===== config.mk =====
export PLATFORM = sky130hd
export DESIGN_NAME = johnson_ring_counter_param_flat
export DESIGN_NICKNAME = d
export VERILOG_FILES = /design/src/rtl/johnson_ring_counter_param_if.sv /design/src/rtl/johnson_ring_counter_param.sv /design/src/flat_wrapper.sv
export SDC_FILE = /design/constraint.sdc
export NUM_CORES = 1
export LEC_CHECK = 0
export ABC_AREA = 1
export CORE_AREA = 2 2 54 56
export DETAILED_ROUTE_END_ITERATION = 8
export DIE_AREA = 0 0 56 58
export PLACE_DENSITY = 0.48
export SLEW_MARGIN = 20
export SYNTH_ARGS = -nofsm -noshare
export SYNTH_HDL_FRONTEND = slang
export SYNTH_SLANG_ARGS = --single-unit

===== constraint.sdc =====
create_clock -name clk -period 5.45 [get_ports clk]
set_input_delay 1.09 -clock clk [delete_from_list [all_inputs] [get_ports clk]]
set_output_delay 1.09 -clock clk [all_outputs]
set_load 0.02 [all_outputs]

===== src/rtl/johnson_ring_counter_param_if.sv =====
// Control and status bundle for johnson_ring_counter_param.
//   master: drives en, dir, mode, load, load_val; observes q, idx, tc, err
//   slave : the counter itself (inverse directions)
interface johnson_ring_counter_param_if #(
  parameter int unsigned WIDTH = 4
);
  localparam int unsigned IW = $clog2(2 * WIDTH);

  logic             en;
  logic             dir;
  logic             mode;
  logic             load;
  logic [WIDTH-1:0] load_val;
  logic [WIDTH-1:0] q;
  logic [IW-1:0]    idx;
  logic             tc;
  logic             err;

  modport master (
    output en, dir, mode, load, load_val,
    input  q, idx, tc, err
  );

  modport slave (
    input  en, dir, mode, load, load_val,
    output q, idx, tc, err
  );
endinterface


===== src/rtl/johnson_ring_counter_param.sv =====
// Parametrised Johnson / ring shift counter with up/down stepping, checked parallel
// load, decoded position index, terminal count and illegal-state self-correction.
//   clk      : rising-edge clock
//   rst      : synchronous active-high reset (q to home, err cleared)
//   bus.en   : advance one step
//   bus.dir  : 0 = up (toward MSB), 1 = down (toward LSB)
//   bus.mode : 0 = Johnson (period 2*WIDTH), 1 = ring (period WIDTH)
//   bus.load / bus.load_val : parallel load; illegal values are rejected to home
//   bus.q    : registered state
//   bus.idx  : position of q in the up sequence (0 when q is illegal)
//   bus.tc   : next enabled step wraps the sequence
//   bus.err  : one-cycle pulse after a correction or a rejected load
module johnson_ring_counter_param #(
  parameter int unsigned WIDTH = 4
) (
  input  logic                               clk,
  input  logic                               rst,
  johnson_ring_counter_param_if.slave        bus
);
  localparam int unsigned IW = $clog2(2 * WIDTH);

  logic [WIDTH-1:0] q_q, q_d;
  logic             err_q, err_d;
  logic [WIDTH-1:0] home;
  logic [WIDTH-1:0] step;
  logic             legal_q, legal_ld;
  logic [IW-1:0]    ones;
  logic [IW-1:0]    ring_pos;
  logic [IW-1:0]    idx;
  logic [IW-1:0]    last;

  // Johnson states are 0^a1^b (v+1 is a power of two or zero) or its complement;
  // ring states are a single set bit.
  function automatic logic is_legal(input logic [WIDTH-1:0] v, input logic ring);
    logic [WIDTH-1:0] nv;
    nv = ~v;
    if (ring) begin
      return (v != '0) && ((v & (v - WIDTH'(1))) == '0);
    end
    return ((v & (v + WIDTH'(1))) == '0) || ((nv & (nv + WIDTH'(1))) == '0);
  endfunction

  always_comb begin
    home     = bus.mode ? WIDTH'(1) : '0;
    legal_q  = is_legal(q_q, bus.mode);
    legal_ld = is_legal(bus.load_val, bus.mode);
  end

  // Ring rotates the end bit back in; Johnson feeds it back inverted.
  always_comb begin
    step = q_q;
    if (bus.dir) begin
      step = {(bus.mode ? q_q[0] : ~q_q[0]), q_q[WIDTH-1:1]};
    end else begin
      step = {q_q[WIDTH-2:0], (bus.mode ? q_q[WIDTH-1] : ~q_q[WIDTH-1])};
    end
  end

  always_comb begin
    q_d   = q_q;
    err_d = 1'b0;
    if (bus.load) begin
      if (legal_ld) begin
        q_d = bus.load_val;
      end else begin
        q_d   = home;
        err_d = 1'b1;
      end
    end else if (!legal_q) begin
      q_d   = home;
      err_d = 1'b1;
    end else if (bus.en) begin
      q_d = step;
    end
  end

  always_ff @(posedge clk) begin
    if (rst) begin
      q_q   <= home;
      err_q <= 1'b0;
    end else begin
      q_q   <= q_d;
      err_q <= err_d;
    end
  end

  // Position decode. In the Johnson falling half (MSB set) the index counts down
  // from 2*WIDTH as ones are shed; the modular subtraction stays within IW bits.
  always_comb begin
    ones     = '0;
    ring_pos = '0;
    for (int unsigned i = 0; i < WIDTH; i++) begin
      ones = ones + IW'(q_q[i]);
      if (q_q[i]) begin
        ring_pos = IW'(i);
      end
    end
    idx = '0;
    if (legal_q) begin
      if (bus.mode) begin
        idx = ring_pos;
      end else if (q_q[WIDTH-1]) begin
        idx = IW'(2 * WIDTH) - ones;
      end else begin
        idx = ones;
      end
    end
    last = bus.mode ? IW'(WIDTH - 1) : IW'(2 * WIDTH - 1);
  end

  assign bus.q   = q_q;
  assign bus.err = err_q;
  assign bus.idx = idx;
  assign bus.tc  = bus.en & legal_q & ~bus.load &
                   (bus.dir ? (idx == '0) : (idx == last));

endmodule


===== src/flat_wrapper.sv =====
// flat-port wrapper written by rule: the top's interface ports become plain ports
module johnson_ring_counter_param_flat 
#(
  parameter int unsigned WIDTH = 4
)
  (clk, rst, bus_en, bus_dir, bus_mode, bus_load, bus_load_val, bus_q, bus_idx, bus_tc, bus_err);
  johnson_ring_counter_param_if #(.WIDTH(WIDTH)) bus_i ();
  input  logic clk;
  input  logic rst;
  input wire logic [$bits(bus_i.en)-1:0] bus_en;
  input wire logic [$bits(bus_i.dir)-1:0] bus_dir;
  input wire logic [$bits(bus_i.mode)-1:0] bus_mode;
  input wire logic [$bits(bus_i.load)-1:0] bus_load;
  input wire logic [$bits(bus_i.load_val)-1:0] bus_load_val;
  output wire logic [$bits(bus_i.q)-1:0] bus_q;
  output wire logic [$bits(bus_i.idx)-1:0] bus_idx;
  output wire logic [$bits(bus_i.tc)-1:0] bus_tc;
  output wire logic [$bits(bus_i.err)-1:0] bus_err;
  assign bus_i.en = bus_en;
  assign bus_i.dir = bus_dir;
  assign bus_i.mode = bus_mode;
  assign bus_i.load = bus_load;
  assign bus_i.load_val = bus_load_val;
  assign bus_q = bus_i.q;
  assign bus_idx = bus_i.idx;
  assign bus_tc = bus_i.tc;
  assign bus_err = bus_i.err;
  johnson_ring_counter_param #(.WIDTH(WIDTH)) u_core (.clk(clk), .rst(rst), .bus(bus_i));
endmodule

==> results.md <==
Finish:
- The number of antenna repair diodes is 0.
- The area overhead of the layout relative to synthesis is 31.8%.
- Of the cells placed in the final design, the portion with a size suffix greater than 1 is 0.131.
- For this run, the post-layout net count is 155.
- Fill cells in the final layout number 288.

STA:
- After layout, the minimum clock period comes to 4400 ps.
- Headroom to the max-slew limit came out at 0.761.
- The final setup skew is 3.16 ps.
- The part of the cycle the worst path needs is 0.807.
- The total negative slack is 0 ps.
- Setup repair after global routing left no endpoint under its margin.
- The number of endpoints failing setup at the final stage is 0.
- The final count of hold timing violations was 0.
- The actual slew at the worst max-slew pin is 358 ps.
- The number of max-slew violations in the final report is 0.
- The final worst hold slack is 926 ps.
- Derived from the worst setup path, the maximum achievable clock frequency is 0.227 GHz.

Worst setup path:
- The path length in cells of the critical path is 19.
- The classification of the worst setup path is register to primary output.
- The critical path goes through inv_1, ha_1, inv_1, fa_1, inv_1, ha_1, inv_1, ha_1, inv_1, nand3_1, nand2_1, nor2_1, nand3_1, nand2_1, nand2_1, nand2_1, nand2_1, nor2_2, clkdlybuf4s50_1.
- The data arrival time at the worst-slack endpoint is 3310 ps.
- On the critical path the largest part of the delay comes from adder cells.
- The worst-case reg-to-reg path depth is 10.
- The required time at the worst-slack endpoint is 4360 ps.
- The critical path buffer and inverter count is 6.
- The longest individual stage delay on the worst path is 600 ps.
- The kind of launch point of the worst setup path is a register.
- STA classifies the critical path endpoint as a primary output.
- The maximum net fanout on the critical path is 7.
- The critical path's slowest cell is sky130_fd_sc_hd__clkdlybuf4s50_1.

Power and ir drop:
- Of the total power, the clock network draws 0.187.
- The power density over cell area is 233 nW/um2.
- The proportion of total power due to net switching is 0.437.
- The share of total power dissipated in combinational logic is 0.573.
- The maximum VDD drop is 99.2 uV.
- The register share of total power is 0.239.
- The switching power of the nets is 0.101 mW.
- The leakage power figure is 0.459 nW.
- The design draws 0.231 mW.
- The internal power is 0.130 mW.

Routing:
- The detail route stage leaves a number of antenna-violating nets equal to 0.
- The per-cell via count in the routed design is 4.73.
- Before antenna repair, the detailed router went through 2 iterations.
- The starting DRC count in detailed routing is 5.
- The DRC violation count after routing is 0.
- The total number of vias is 794.
- Summed over all layers, the routed wires come to 1.70 mm.
- The detail-routed net length per standard cell is 10.1 um.

Synth:
- In the post-synthesis netlist, the biggest area contributors are sky130_fd_sc_hd__edfxtp_1, sky130_fd_sc_hd__nand2_1, sky130_fd_sc_hd__ha_1.
- The instance count of the mapped netlist is 116.
- The leading area contributor after synthesis is sky130_fd_sc_hd__edfxtp_1.
- The Yosys step of the flow raised 0 warnings.
- In this run the cell area of the synthesized design comes to 751 um2.
- The number of nets in the synthesized netlist is 133.
- The total of flip-flops plus latches after synthesis is 5.
- The sequential element share of the synthesized area is 0.187.
- Each instance of the synthesized netlist takes up on average 6.47 um2.
- Yosys mapped the design onto 24 distinct sky130hd cell types.
- The share of synthesized area in the top cell type comes to 0.160.

Place:
- The placed wire-length estimate after detailed placement is 1.44 mm.
- Port buffering added 18 buffers.
- At the end of routability-driven placement, the weighted congestion stood at 0.769.

Min path:
- The worst hold path passes through 4 cells.
- The classification of the worst-slack hold path is register to register.

Global routing:
- Entering global routing, the biggest net connects 12 pins.
- The number of antenna violations at the first check in global routing is 0.
- The via count of the first global-routing pass is 674.
- The overall track demand over capacity in global routing is 0.108.
- The first-pass GRT wire length is 2.75 mm.
- The residual overflow from global routing is 0.

Clocking:
- In this run, post-CTS hold repair placed 0 buffers.
- The root buffer selected by CTS is sky130_fd_sc_hd__clkbuf_4.
- After clock tree synthesis, the setup repair step added 0 buffers.
- In this run the number of H-tree levels came out at 1.
- The count of cells resized by post-cts repair is 0.
- The TritonCTS clock tree is built.
- Counting the buffers created by CTS gives 3.
- No sink is reached through more buffers than the 2 on the longest clock path.
- The source-to-sink clock delay at the later pin of the worst-skew pair is 250 ps.
- The CTS clock-pin slew for the worst setup and hold paths is 50 ps.
- Clock tree synthesis found a total of 5 sinks.

Floorplanning:
- The floorplan has 19 rows.
- The initial core utilization is 0.282.
- The die covers 3250 um2.
- The region available for standard cell placement spans 2660 um2.
- The height of the die is 58 um.
- The boundary pin count is 19.
- The horizontal die dimension is 56 um.

Job:
- The count of max-cap constraint violations is 0.

Run status:
- The flow ran to the end, and the final reports show no timing, DRC or antenna violations.
==> synth_stat cells, drive strengths merged <==
cell type  number
nand3          12
nor3            2
edfxtp          4
a22oi           1
dfxtp           1
inv            21
ha              6
a21oi           8
fa              1
o21ai          13
nor2           11
buf             1
nand2          30
nand3b          1
or2             2
o211ai          2
==> logic make-up (layout without fill, tap and decap cells) <==
family	Yosys count	in the layout	share of synthesized area
fa+ha+maj	7	7	0.127
buf+inv	22	43	0.115
flops	5	5	0.187
compound gates	24	24	0.183
simple gates	58	58	0.388
==> tightest hold or removal path: cells and delay by family, from the launching register on <==
| kind | cells | cell delay [ps] |
|---|---|---|
| compound gates | 2 | 100 |
| flops | 1 | 460 |
| simple gates | 2 | 200 |
==> placed cells by master, fill, tap and decap left out, drive strengths merged <==
cell type      count
inv               21
nor2              11
clkdlybuf4s50     18
nand3b             1
o21ai             13
edfxtp             4
o211ai             2
nor3               2
nand2             30
a22oi              1
clkinv             1
ha                 6
fa                 1
a21oi              8
nand3             12
dfxtp              1
or2                2
clkbuf             3
==> power groups by stage <==
stage | clock network (mW) | registers [mW] | logic, mW
5_1_grt | 0.0501 | 0.0566 | 0.148
6_report | 0.0432 | 0.0553 | 0.132
3_3_place_gp | 0 | 0.0562 | 0.135
4_1_cts | 0.0443 | 0.0557 | 0.135
3_5_place_dp | 0 | 0.0564 | 0.134
2_1_floorplan | 0 | 0.0582 | 0.0874
==> path summary, 6_finish.rpt <==
check                                startpoint  slack [ps]              end
worst max-delay path            u_core.bus.q[1]        1050           bus_tc
worst min-delay path            u_core.bus.q[0]         930  u_core.bus.q[1]
worst max register to register  u_core.bus.q[1]        3490  u_core.bus.q[3]
worst min register to register  u_core.bus.q[0]         930  u_core.bus.q[1]
==> flip-flops by register name (all words and copies together), names as in the netlist <==
register / count
u_core.bus.err: 1
u_core.bus.q: 4
==> layout make-up <==
cell class              instances  area, um2  area share
multi-input cells              89        524       0.530
repair buffers                 18        180       0.182
flip-flops and latches          5        140       0.142
inverters                      21       78.8      0.0796
well taps                      31       38.8      0.0392
clock buffers                   3       22.5      0.0228
clock inverters                 1       5.00     0.00506
==> metrics by stage <==
stage	utilization	instances	instance area, um2	setup slack (ps)
after global routing	0.372	168	990	714
final	0.372	168	990	1050
after floorplan	-	116	751	1840
after CTS	0.372	168	990	1010
after global placement	0.361	164	962	1270
after detailed placement	0.361	164	962	1230
==> per-layer routing <==
metal / part of all wire / vias to the layer above / GRT usage
met5: 0 / - / 0
met4: 0.0059 / 0 / 0.0408
met3: 0.025 / 2 / 0.0201
met2: 0.52 / 16 / 0.205
met1: 0.45 / 356 / 0.120
li1: - / 420 / -
No activity file was read; power rests on OpenSTA's default activity.
